## src/rtl/vx_ctrl_pkg.sv

```systemverilog
// Shared encodings for the vector/scalar control sequencer.
// Holds the opcode map, the sequencer state type, the datapath control
// encodings and the vector memory funct3 -> lane enable helper.
package vx_ctrl_pkg;

    localparam int LANES = 4;
    localparam int CNT_W = 2;

    // Major opcodes (inst[6:0])
    localparam logic [6:0] OPC_R   = 7'b0110011;
    localparam logic [6:0] OPC_I   = 7'b0010011;
    localparam logic [6:0] OPC_LW  = 7'b0000011;
    localparam logic [6:0] OPC_SW  = 7'b0100011;
    localparam logic [6:0] OPC_BR  = 7'b1100011;
    localparam logic [6:0] OPC_LUI = 7'b0110111;
    localparam logic [6:0] OPC_JAL = 7'b1101111;
    localparam logic [6:0] OPC_OPV = 7'b1010111;
    localparam logic [6:0] OPC_VLE = 7'b0000111;
    localparam logic [6:0] OPC_VSE = 7'b0100111;

    typedef enum logic [1:0] {
        ST_IDLE  = 2'd0,
        ST_VLD   = 2'd1,
        ST_VLDWB = 2'd2,
        ST_VST   = 2'd3
    } state_e;

    localparam logic [2:0] IMM_I = 3'b000;
    localparam logic [2:0] IMM_S = 3'b001;
    localparam logic [2:0] IMM_B = 3'b010;
    localparam logic [2:0] IMM_U = 3'b011;
    localparam logic [2:0] IMM_J = 3'b100;

    localparam logic [1:0] ALU_ADD   = 2'b00;
    localparam logic [1:0] ALU_SUB   = 2'b01;
    localparam logic [1:0] ALU_FUNCT = 2'b10;

    localparam logic [1:0] WB_ALU  = 2'b00;
    localparam logic [1:0] WB_DMEM = 2'b01;
    localparam logic [1:0] WB_PC4  = 2'b10;
    localparam logic [1:0] WB_IMM  = 2'b11;

    localparam logic [1:0] BR_NONE = 2'b00;
    localparam logic [1:0] BR_BEQ  = 2'b01;
    localparam logic [1:0] BR_BNE  = 2'b10;
    localparam logic [1:0] BR_JAL  = 2'b11;

    localparam logic [1:0] SZ_B = 2'b00;
    localparam logic [1:0] SZ_H = 2'b01;
    localparam logic [1:0] SZ_W = 2'b10;

    localparam logic [1:0] VOPD1_VS1  = 2'b00;
    localparam logic [1:0] VOPD1_RS1  = 2'b01;
    localparam logic [1:0] VOPD1_SIMM = 2'b10;

    typedef struct packed {
        logic       reg_write;
        logic [2:0] imm_type;
        logic [1:0] alu_op;
        logic       opd1_sel;
        logic       opd2_sel;
        logic [1:0] wb_sel;
        logic [1:0] branch;
    } x_ctrl_t;

    // Per-lane memory enable code {en, size} for a vector load/store.
    // Unsupported widths return all-zero, which the sequencer treats as illegal.
    function automatic logic [2:0] vmem_lane_code(input logic [2:0] funct3);
        case (funct3)
            3'b000:  vmem_lane_code = {1'b1, SZ_B};
            3'b101:  vmem_lane_code = {1'b1, SZ_H};
            3'b110:  vmem_lane_code = {1'b1, SZ_W};
            default: vmem_lane_code = 3'b000;
        endcase
    endfunction

endpackage

```

## src/rtl/vx_scalar_decode.sv

```systemverilog
// Pure combinational decode of the scalar control fields.
// Ports:
//   opcode_i  inst[6:0]
//   funct3_i  inst[14:12] (branch flavour)
//   x_ctrl_o  scalar datapath controls, all zero for non-scalar opcodes
//   known_o   1 when opcode_i is one of the scalar opcodes
module vx_scalar_decode
    import vx_ctrl_pkg::*;
(
    input  logic [6:0] opcode_i,
    input  logic [2:0] funct3_i,
    output x_ctrl_t    x_ctrl_o,
    output logic       known_o
);

    always_comb begin
        // NOTE: every output gets a default before the case so no path leaves
        // a signal unassigned, which would otherwise infer a latch.
        x_ctrl_o = '0;
        known_o  = 1'b1;
        case (opcode_i)
            OPC_R: begin
                x_ctrl_o.reg_write = 1'b1;
                x_ctrl_o.alu_op    = ALU_FUNCT;
                x_ctrl_o.wb_sel    = WB_ALU;
            end
            OPC_I: begin
                x_ctrl_o.reg_write = 1'b1;
                x_ctrl_o.imm_type  = IMM_I;
                x_ctrl_o.alu_op    = ALU_FUNCT;
                x_ctrl_o.opd2_sel  = 1'b1;
            end
            OPC_LW: begin
                x_ctrl_o.reg_write = 1'b1;
                x_ctrl_o.imm_type  = IMM_I;
                x_ctrl_o.alu_op    = ALU_ADD;
                x_ctrl_o.opd2_sel  = 1'b1;
                x_ctrl_o.wb_sel    = WB_DMEM;
            end
            OPC_SW: begin
                x_ctrl_o.imm_type  = IMM_S;
                x_ctrl_o.alu_op    = ALU_ADD;
                x_ctrl_o.opd2_sel  = 1'b1;
            end
            OPC_BR: begin
                x_ctrl_o.imm_type  = IMM_B;
                x_ctrl_o.alu_op    = ALU_SUB;
                // Only beq/bne exist in the datapath; other compares do not branch.
                if (funct3_i == 3'b000) begin
                    x_ctrl_o.branch = BR_BEQ;
                end else if (funct3_i == 3'b001) begin
                    x_ctrl_o.branch = BR_BNE;
                end
            end
            OPC_LUI: begin
                x_ctrl_o.reg_write = 1'b1;
                x_ctrl_o.imm_type  = IMM_U;
                x_ctrl_o.wb_sel    = WB_IMM;
            end
            OPC_JAL: begin
                x_ctrl_o.reg_write = 1'b1;
                x_ctrl_o.imm_type  = IMM_J;
                x_ctrl_o.alu_op    = ALU_ADD;
                x_ctrl_o.opd1_sel  = 1'b1;
                x_ctrl_o.opd2_sel  = 1'b1;
                x_ctrl_o.wb_sel    = WB_PC4;
                x_ctrl_o.branch    = BR_JAL;
            end
            default: known_o = 1'b0;
        endcase
    end

endmodule

```

## src/rtl/vx_ctrl_sequencer.sv

```systemverilog
// Control stage in front of the scalar/vector datapath.
// Scalar and OP-V instructions decode in one cycle. Vector loads/stores walk
// the four 32b lanes one per cycle while the PC is stalled.
// Ports:
//   clk, rst_n            clock, async active-low reset
//   inst                  instruction, held by fetch while pc_stall=1
//   pc_stall, VX          PC hold; vector path owns the memory port
//   xRegWrite..branch     scalar datapath controls
//   VWe0..3 / REn0..3     per-lane store / load {en, size}
//   VWBSel, VWEn          vector RF write source and per-lane enables
//   Opd1Sel, Opd2Sel      vector ALU operand selects
//   illegal               sticky unknown-instruction flag
module vx_ctrl_sequencer
    import vx_ctrl_pkg::*;
(
    input  logic        clk,
    input  logic        rst_n,
    input  logic [31:0] inst,
    output logic        pc_stall,
    output logic        VX,
    output logic        xRegWrite,
    output logic [2:0]  xImmType,
    output logic [1:0]  xALUOp,
    output logic        xOpd1Sel,
    output logic        xOpd2Sel,
    output logic [1:0]  xWBSel,
    output logic [1:0]  branch,
    output logic [2:0]  VWe0,
    output logic [2:0]  VWe1,
    output logic [2:0]  VWe2,
    output logic [2:0]  VWe3,
    output logic [2:0]  REn0,
    output logic [2:0]  REn1,
    output logic [2:0]  REn2,
    output logic [2:0]  REn3,
    output logic        VWBSel,
    output logic [3:0]  VWEn,
    output logic [1:0]  Opd1Sel,
    output logic [2:0]  Opd2Sel,
    output logic        illegal
);

    state_e           state_q, state_d;
    logic [CNT_W-1:0] lane_cnt_q, lane_cnt_d;
    logic             illegal_q, illegal_d;

    logic [6:0] opcode;
    logic [2:0] funct3;
    logic [2:0] mem_code;
    logic       is_vmem, vmem_ok, decode_illegal, lane_last;
    x_ctrl_t    x_dec;
    logic       scalar_known;

    // Register indices and immediates are consumed by the datapath, not here.
    logic unused_inst_bits;
    assign unused_inst_bits = ^{inst[31:15], inst[11:7]};

    assign opcode    = inst[6:0];
    assign funct3    = inst[14:12];
    assign mem_code  = vmem_lane_code(funct3);
    assign is_vmem   = (opcode == OPC_VLE) || (opcode == OPC_VSE);
    assign vmem_ok   = is_vmem && mem_code[2];
    assign decode_illegal = !(scalar_known || (opcode == OPC_OPV) || vmem_ok);
    assign lane_last = (lane_cnt_q == CNT_W'(LANES - 1));

    vx_scalar_decode u_scalar_decode (
        .opcode_i (opcode),
        .funct3_i (funct3),
        .x_ctrl_o (x_dec),
        .known_o  (scalar_known)
    );

    logic                  stall_c, vx_c, vwbsel_c;
    logic [3:0]            vwen_c;
    logic [1:0]            vopd1_c;
    logic [LANES-1:0][2:0] ren_c, vwe_c;
    x_ctrl_t               x_c;

    always_comb begin
        state_d    = state_q;
        lane_cnt_d = lane_cnt_q;
        illegal_d  = illegal_q;
        stall_c    = 1'b0;
        vx_c       = 1'b0;
        vwbsel_c   = 1'b0;
        vwen_c     = 4'h0;
        vopd1_c    = VOPD1_VS1;
        ren_c      = '0;
        vwe_c      = '0;
        x_c        = '0;
        case (state_q)
            ST_IDLE: begin
                x_c = x_dec;
                if (opcode == OPC_OPV) begin
                    vwen_c = 4'hF;
                    case (funct3)
                        3'b100:  vopd1_c = VOPD1_RS1;
                        3'b011:  vopd1_c = VOPD1_SIMM;
                        default: vopd1_c = VOPD1_VS1;
                    endcase
                end
                // Issue cycle of a vector memory op: stall only, lanes start next cycle.
                if (vmem_ok) begin
                    stall_c    = 1'b1;
                    lane_cnt_d = '0;
                    state_d    = (opcode == OPC_VLE) ? ST_VLD : ST_VST;
                end
                if (decode_illegal) begin
                    illegal_d = 1'b1;
                end
            end
            ST_VLD: begin
                vx_c              = 1'b1;
                stall_c           = 1'b1;
                ren_c[lane_cnt_q] = mem_code;
                lane_cnt_d        = lane_cnt_q + 1'b1;
                if (lane_last) begin
                    lane_cnt_d = '0;
                    state_d    = ST_VLDWB;
                end
            end
            ST_VLDWB: begin
                vwbsel_c = 1'b1;
                vwen_c   = 4'hF;
                state_d  = ST_IDLE;
            end
            ST_VST: begin
                vx_c              = 1'b1;
                vwe_c[lane_cnt_q] = mem_code;
                // Stores need no writeback, so fetch may advance on the last lane.
                stall_c           = !lane_last;
                lane_cnt_d        = lane_cnt_q + 1'b1;
                if (lane_last) begin
                    lane_cnt_d = '0;
                    state_d    = ST_IDLE;
                end
            end
            default: state_d = ST_IDLE;
        endcase
    end

    always_ff @(posedge clk or negedge rst_n) begin
        if (!rst_n) begin
            state_q    <= ST_IDLE;
            lane_cnt_q <= '0;
            illegal_q  <= 1'b0;
        end else begin
            // NOTE: non-blocking updates so every register samples pre-edge values.
            state_q    <= state_d;
            lane_cnt_q <= lane_cnt_d;
            illegal_q  <= illegal_d;
        end
    end

    // Outputs depend combinationally on inst, so reset must mask them directly;
    // IDLE decode would otherwise leak through while rst_n is low.
    assign pc_stall  = rst_n & stall_c;
    assign VX        = rst_n & vx_c;
    assign xRegWrite = rst_n & x_c.reg_write;
    assign xImmType  = rst_n ? x_c.imm_type : 3'b000;
    assign xALUOp    = rst_n ? x_c.alu_op   : 2'b00;
    assign xOpd1Sel  = rst_n & x_c.opd1_sel;
    assign xOpd2Sel  = rst_n & x_c.opd2_sel;
    assign xWBSel    = rst_n ? x_c.wb_sel   : 2'b00;
    assign branch    = rst_n ? x_c.branch   : 2'b00;
    assign VWe0      = rst_n ? vwe_c[0] : 3'b000;
    assign VWe1      = rst_n ? vwe_c[1] : 3'b000;
    assign VWe2      = rst_n ? vwe_c[2] : 3'b000;
    assign VWe3      = rst_n ? vwe_c[3] : 3'b000;
    assign REn0      = rst_n ? ren_c[0] : 3'b000;
    assign REn1      = rst_n ? ren_c[1] : 3'b000;
    assign REn2      = rst_n ? ren_c[2] : 3'b000;
    assign REn3      = rst_n ? ren_c[3] : 3'b000;
    assign VWBSel    = rst_n & vwbsel_c;
    assign VWEn      = rst_n ? vwen_c  : 4'h0;
    assign Opd1Sel   = rst_n ? vopd1_c : 2'b00;
    assign Opd2Sel   = 3'b000;
    assign illegal   = illegal_q;

endmodule

```

## config.mk

```make
export PLATFORM = sky130hd
export DESIGN_NAME = vx_ctrl_sequencer
export DESIGN_NICKNAME = d
export VERILOG_FILES = /design/src/rtl/vx_ctrl_pkg.sv /design/src/rtl/vx_scalar_decode.sv /design/src/rtl/vx_ctrl_sequencer.sv
export SDC_FILE = /design/constraint.sdc
export NUM_CORES = 1
export LEC_CHECK = 0
export CAP_MARGIN = 20
export CORE_ASPECT_RATIO = 0.5
export CORE_MARGIN = 10
export CORE_UTILIZATION = 32
export DETAILED_ROUTE_END_ITERATION = 6
export PLACE_DENSITY_LB_ADDON = 0.2
export RECOVER_POWER = 50
export SLEW_MARGIN = 20
export SYNTH_ARGS = -nofsm -noshare
export SYNTH_HDL_FRONTEND = slang
export SYNTH_SLANG_ARGS = --single-unit
```

## constraint.sdc

```tcl
create_clock -name clk -period 2.5 [get_ports clk]
set_clock_uncertainty 0.1 [all_clocks]
set_input_delay 0.625 -clock clk [delete_from_list [all_inputs] [get_ports clk]]
set_output_delay 0.625 -clock clk [all_outputs]
set_load 0.05 [all_outputs]
```

==> flow_metrics.tcl, run 1 <==
set metrics [dict create \
    outcome "did not finish" \
    haltStage "global routing (5_1_grt)" \
    firstError "[ERROR DPL-0038] Utilization greater than 100%, impossible to legalize" \
    netlist_area_um2 938 \
    start_util_pct 34.8 \
    synth-seq-cells 5 \
    ys.flop_type "dfrtp_1" \
    synth.distinct_cells 40 \
    ctsHoldBuffers 0 \
    clock_path_buffers 2 \
    htree_levels 1 \
    avgSynthCellArea_um2 6.85 \
    synth_edf_count 0 \
    synth_top_cell_area_share_pct 16.7 \
    dp.cells 250 \
    synth_cells 137 \
    yosys.area.top_type "and2_1" \
    hpwlAfterDp_mm 4.09 \
    postGrtWorstEndpoint "branch[0]" \
    gp_congestion 0.798 \
    worstEpCategory "primary output" \
    ys_warn_count 0 \
    die-height_um 58.3 \
    clockRootBuffer "clkbuf_8" \
    fp.dieW_um 96.6 \
    synth_async_sr_flop_share_pct 100 \
    yosysSeqAreaShare_pct 13.3 \
    num_io_pins 83 \
    grt_max_degree 13 \
    cts_buffers 3 \
    cts_sinks 5 \
    synth.area.top_cells "and2_1, dfrtp_1, buf_4" \
    port-buffer-count 57 \
    num_rows 13 \
]
## cells by family after synthesis
kind of cell,synth area share [%]
xor+xnor,2.80
compound gates,14.9
fa+ha+maj,5.33
simple gates,49.1
flops,13.3
buf+inv,12.0
other cells,0.400
mux,2.13
## what timing repair did
item,in CTS
endpoints found under the setup margin,44
resized for setup,94
pin swaps,26
setup buffers,5
## Yosys cell counts, types with 4 or more instances
cell,number
clkbuf_1,4
and2_1,25
dfrtp_1,5
a21oi_1,5
nand2_1,14
nor3b_1,5
buf_4,8
nand2b_1,5
nor3_1,5
nand3_1,4
ha_1,4
nor2_1,12
## stage by stage
stage	hold WS [ps]	worst slack, ps	instance area (um2)	util (%)
after floorplan	229	-238	1140	-
after global placement	364	-559	2370	87.6
after detailed placement	382	-661	2370	87.6
after CTS	425	-180	2610	96.7
==> run 2: changes to the inputs <==
--- a/config.mk
+++ b/config.mk
@@ -6,11 +6,10 @@
 export NUM_CORES = 1
 export LEC_CHECK = 0
 export CAP_MARGIN = 20
-export CORE_ASPECT_RATIO = 0.5
 export CORE_MARGIN = 10
-export CORE_UTILIZATION = 32
+export CORE_UTILIZATION = 25
 export DETAILED_ROUTE_END_ITERATION = 6
-export PLACE_DENSITY_LB_ADDON = 0.2
+export PLACE_DENSITY_LB_ADDON = 0.15
 export RECOVER_POWER = 50
 export SLEW_MARGIN = 20
 export SYNTH_ARGS = -nofsm -noshare
==> run 2 against run 1 <==
Compared with the run above: synthesized area did not move; the flow now finishes, with violations (negative setup slack); synthesized cell count did not move.
==> flow_metrics.tcl, run 2 <==
set metrics [dict create \
    outcome "complete, but fails checks" \
    violations "negative setup slack" \
    dr.pass1.iters 4 \
    clock.fmax_mhz 385 \
    timing.rr.start "state_q[0]$_DFFE_PN0P_" \
    clockRootBuffer "clkbuf_8" \
    drc 0 \
    ctsHoldBuffers 0 \
    synth.top_cells.by_count "and2_1, nand2_1, nor2_1, buf_4" \
    cpLargestDelayFamily "simple AND/OR/NAND/NOR gates" \
    seqPwrFrac_pct 16.4 \
    hp-start "illegal$_DFFE_PN0P_" \
    num_io_pins 83 \
    avgSynthCellArea_um2 6.85 \
    grt_pass1_wl_mm 7.10 \
    synth.most_common_cell "and2_1" \
    finalSetupViolCount 25 \
    die_area_mm2 0.00660 \
    final_net_count 263 \
    num_rows 22 \
    grt_usage_pct 13.1 \
    antenna_found_initial 0 \
    cp-end-kind "output pin" \
    holdWs_ps 380 \
    clkTransAtPathRegs_ps 40 \
    rsz0062_at_grt "yes" \
    ff2ff_path_depth 3 \
    crit_arrival_ps 1880 \
    hold-path-endpoint "illegal$_DFFE_PN0P_" \
    clock_path_buffers 2 \
    vdd_drop_max_mv 0.324 \
    synth_cells 137 \
    area_growth_pct 187 \
    p_switching_mw 0.324 \
    max_stage_delay_ps 360 \
    insertion_delay_ps 220 \
    n_antenna_cell 0 \
    synth_edf_count 0 \
    grt-ovfl-total 0 \
    final_common_cell "buf_12" \
    period_minus_slack_ps 2600 \
    dp.cells 259 \
    yosys.area.top_type "and2_1" \
    p_total_mw 0.745 \
    postRouteWirelength_mm 4.53 \
    setup_ws_ps -100 \
    postRouteAntennaNets 0 \
    nFillCells 259 \
    grt_max_degree 9 \
    critPathMostFrequentCell "buf_6" \
    p_clk_share_pct 20.5 \
    worst-r2r-setup-slack_ps 1050 \
    via_per_inst 4.83 \
    cap_violations 0 \
    netlist_area_um2 938 \
    drt_iter0_drc 48 \
    start_kind "primary input" \
    crit_cells 7 \
    p_per_area_mw_per_mm2 276 \
    port-buffer-count 57 \
    hold_viol 0 \
    worstReg2RegEnd "lane_cnt_q[0]$_DFFE_PN0P_" \
    min_period_over_period_pct 104 \
    crit_fanout 3 \
    fin_cells 272 \
    yosysSeqAreaShare_pct 13.3 \
    p_comb_share_pct 63.1 \
    cts_buffers 3 \
    hpwlAfterDp_mm 3.43 \
    layout-drive-gt1-share_pct 67.9 \
    synth.area.top_cells "and2_1, dfrtp_1, buf_4" \
    die-height_um 81.3 \
    cts_sinks 5 \
    cp_cell_sequence "buf_6 > buf_6 > nand2b_4 > nor3_4 > nand3_4 > nor4bb_4 > buf_12" \
    vias 1313 \
    ys.flop_type "dfrtp_1" \
    min_path_type "register to register" \
    gp_congestion 0.867 \
    grt_pass1_vias 1427 \
    routedWlPerCell_um 16.7 \
    slew_viol_final 0 \
    slowest_stage "nor4bb_4" \
    cts_tree "done" \
    tightest_slew_ps 504 \
    synth_async_sr_flop_share_pct 100 \
    slew_headroom_pct 66.3 \
    crit_type "primary input to output pin" \
    path_buf_inv 3 \
    synth_top_cell_area_share_pct 16.7 \
    fp.dieW_um 81.3 \
    p_sw_share_pct 43.5 \
    mostFrequentLayoutCells "buf_12, buf_4, and2_4" \
    ys_warn_count 0 \
    htree_levels 1 \
    p_leak_nw 1.12 \
    cp.required_ps 1770 \
    placeableCoreArea_mm2 0.00363 \
    synth.distinct_cells 40 \
    hold_depth 1 \
    p_int_mw 0.421 \
    start_util_pct 25.8 \
    synth-seq-cells 5 \
]
==> run 2: layout make-up <==
class	instances	area [um2]	share of cell area [%]
Multi-Input combinational cell	115	1070	39.8
Clock buffer	4	45.0	1.67
Timing Repair Buffer	97	1380	51.3
Tap cell	48	60.1	2.23
Sequential cell	5	125	4.64
Inverter	3	11.3	0.418
==> run 2: timing repair <==
| item | in CTS | in global routing |
|---|---|---|
| resized for setup | 84 | 21 |
| gates cloned | 1 | 0 |
| endpoints found under the hold margin | 0 | 0 |
| pin swaps | 21 | 13 |
| buffers inserted | 5 | 3 |
| endpoints found under the setup margin | 43 | 23 |
==> run 2: worst max path at each step <==
stage | endpoint | startpoint
after global routing | REn0[2] | rst_n
after detailed placement | branch[0] | inst[6]
after floorplan | VWEn[1] | inst[3]
final | Opd1Sel[1] | inst[3]
after CTS | branch[0] | inst[3]
after global placement | branch[1] | inst[6]
==> run 2: cells by family after synthesis <==
family                   count (synthesis)  synth area share (%)
AND/OR/NAND/NOR                         82                  49.1
AO/OA/AOI/OAI                           21                  14.9
buffers and inverters                   19                  12.0
flip-flops                               5                  13.3
adder cells (fa/ha/maj)                  4                  5.33
XOR/XNOR                                 3                  2.80
multiplexers                             2                  2.13
other                                    1                 0.400
==> run 2: stage by stage <==
| stage | util (%) | TNS, ps | worst slack (ps) | cell area [um2] |
|---|---|---|---|---|
| floorplan | - | -1540 | -238 | 1140 |
| global placement | 65.1 | -15430 | -490 | 2360 |
| detailed placement | 65.1 | -16610 | -491 | 2360 |
| CTS | 72.0 | -1010 | -156 | 2620 |
| global route | 74.2 | -3200 | -145 | 2700 |
| finish | 74.2 | -1230 | -100 | 2700 |
==> run 2: power by group through the flow <==
stage	Combinational (mW)	Clock (mW)	Sequential [mW]
detailed placement	0.398	0	0.122
floorplan	0.246	0	0.115
finish	0.470	0.153	0.122
CTS	0.445	0.154	0.121
global placement	0.386	0	0.119
global route	0.507	0.157	0.127
==> run 2: routing by layer <==
metal / track usage, % / up-vias / wire length, um
met3: 3.97 / 5 / 315
met5: 0 / - / 0
met1: 13.5 / 629 / 1680
met2: 25.0 / 45 / 2480
li1: - / 634 / -
met4: 3.11 / 0 / 55
Note: power is estimated with default switching activity, not from simulation.
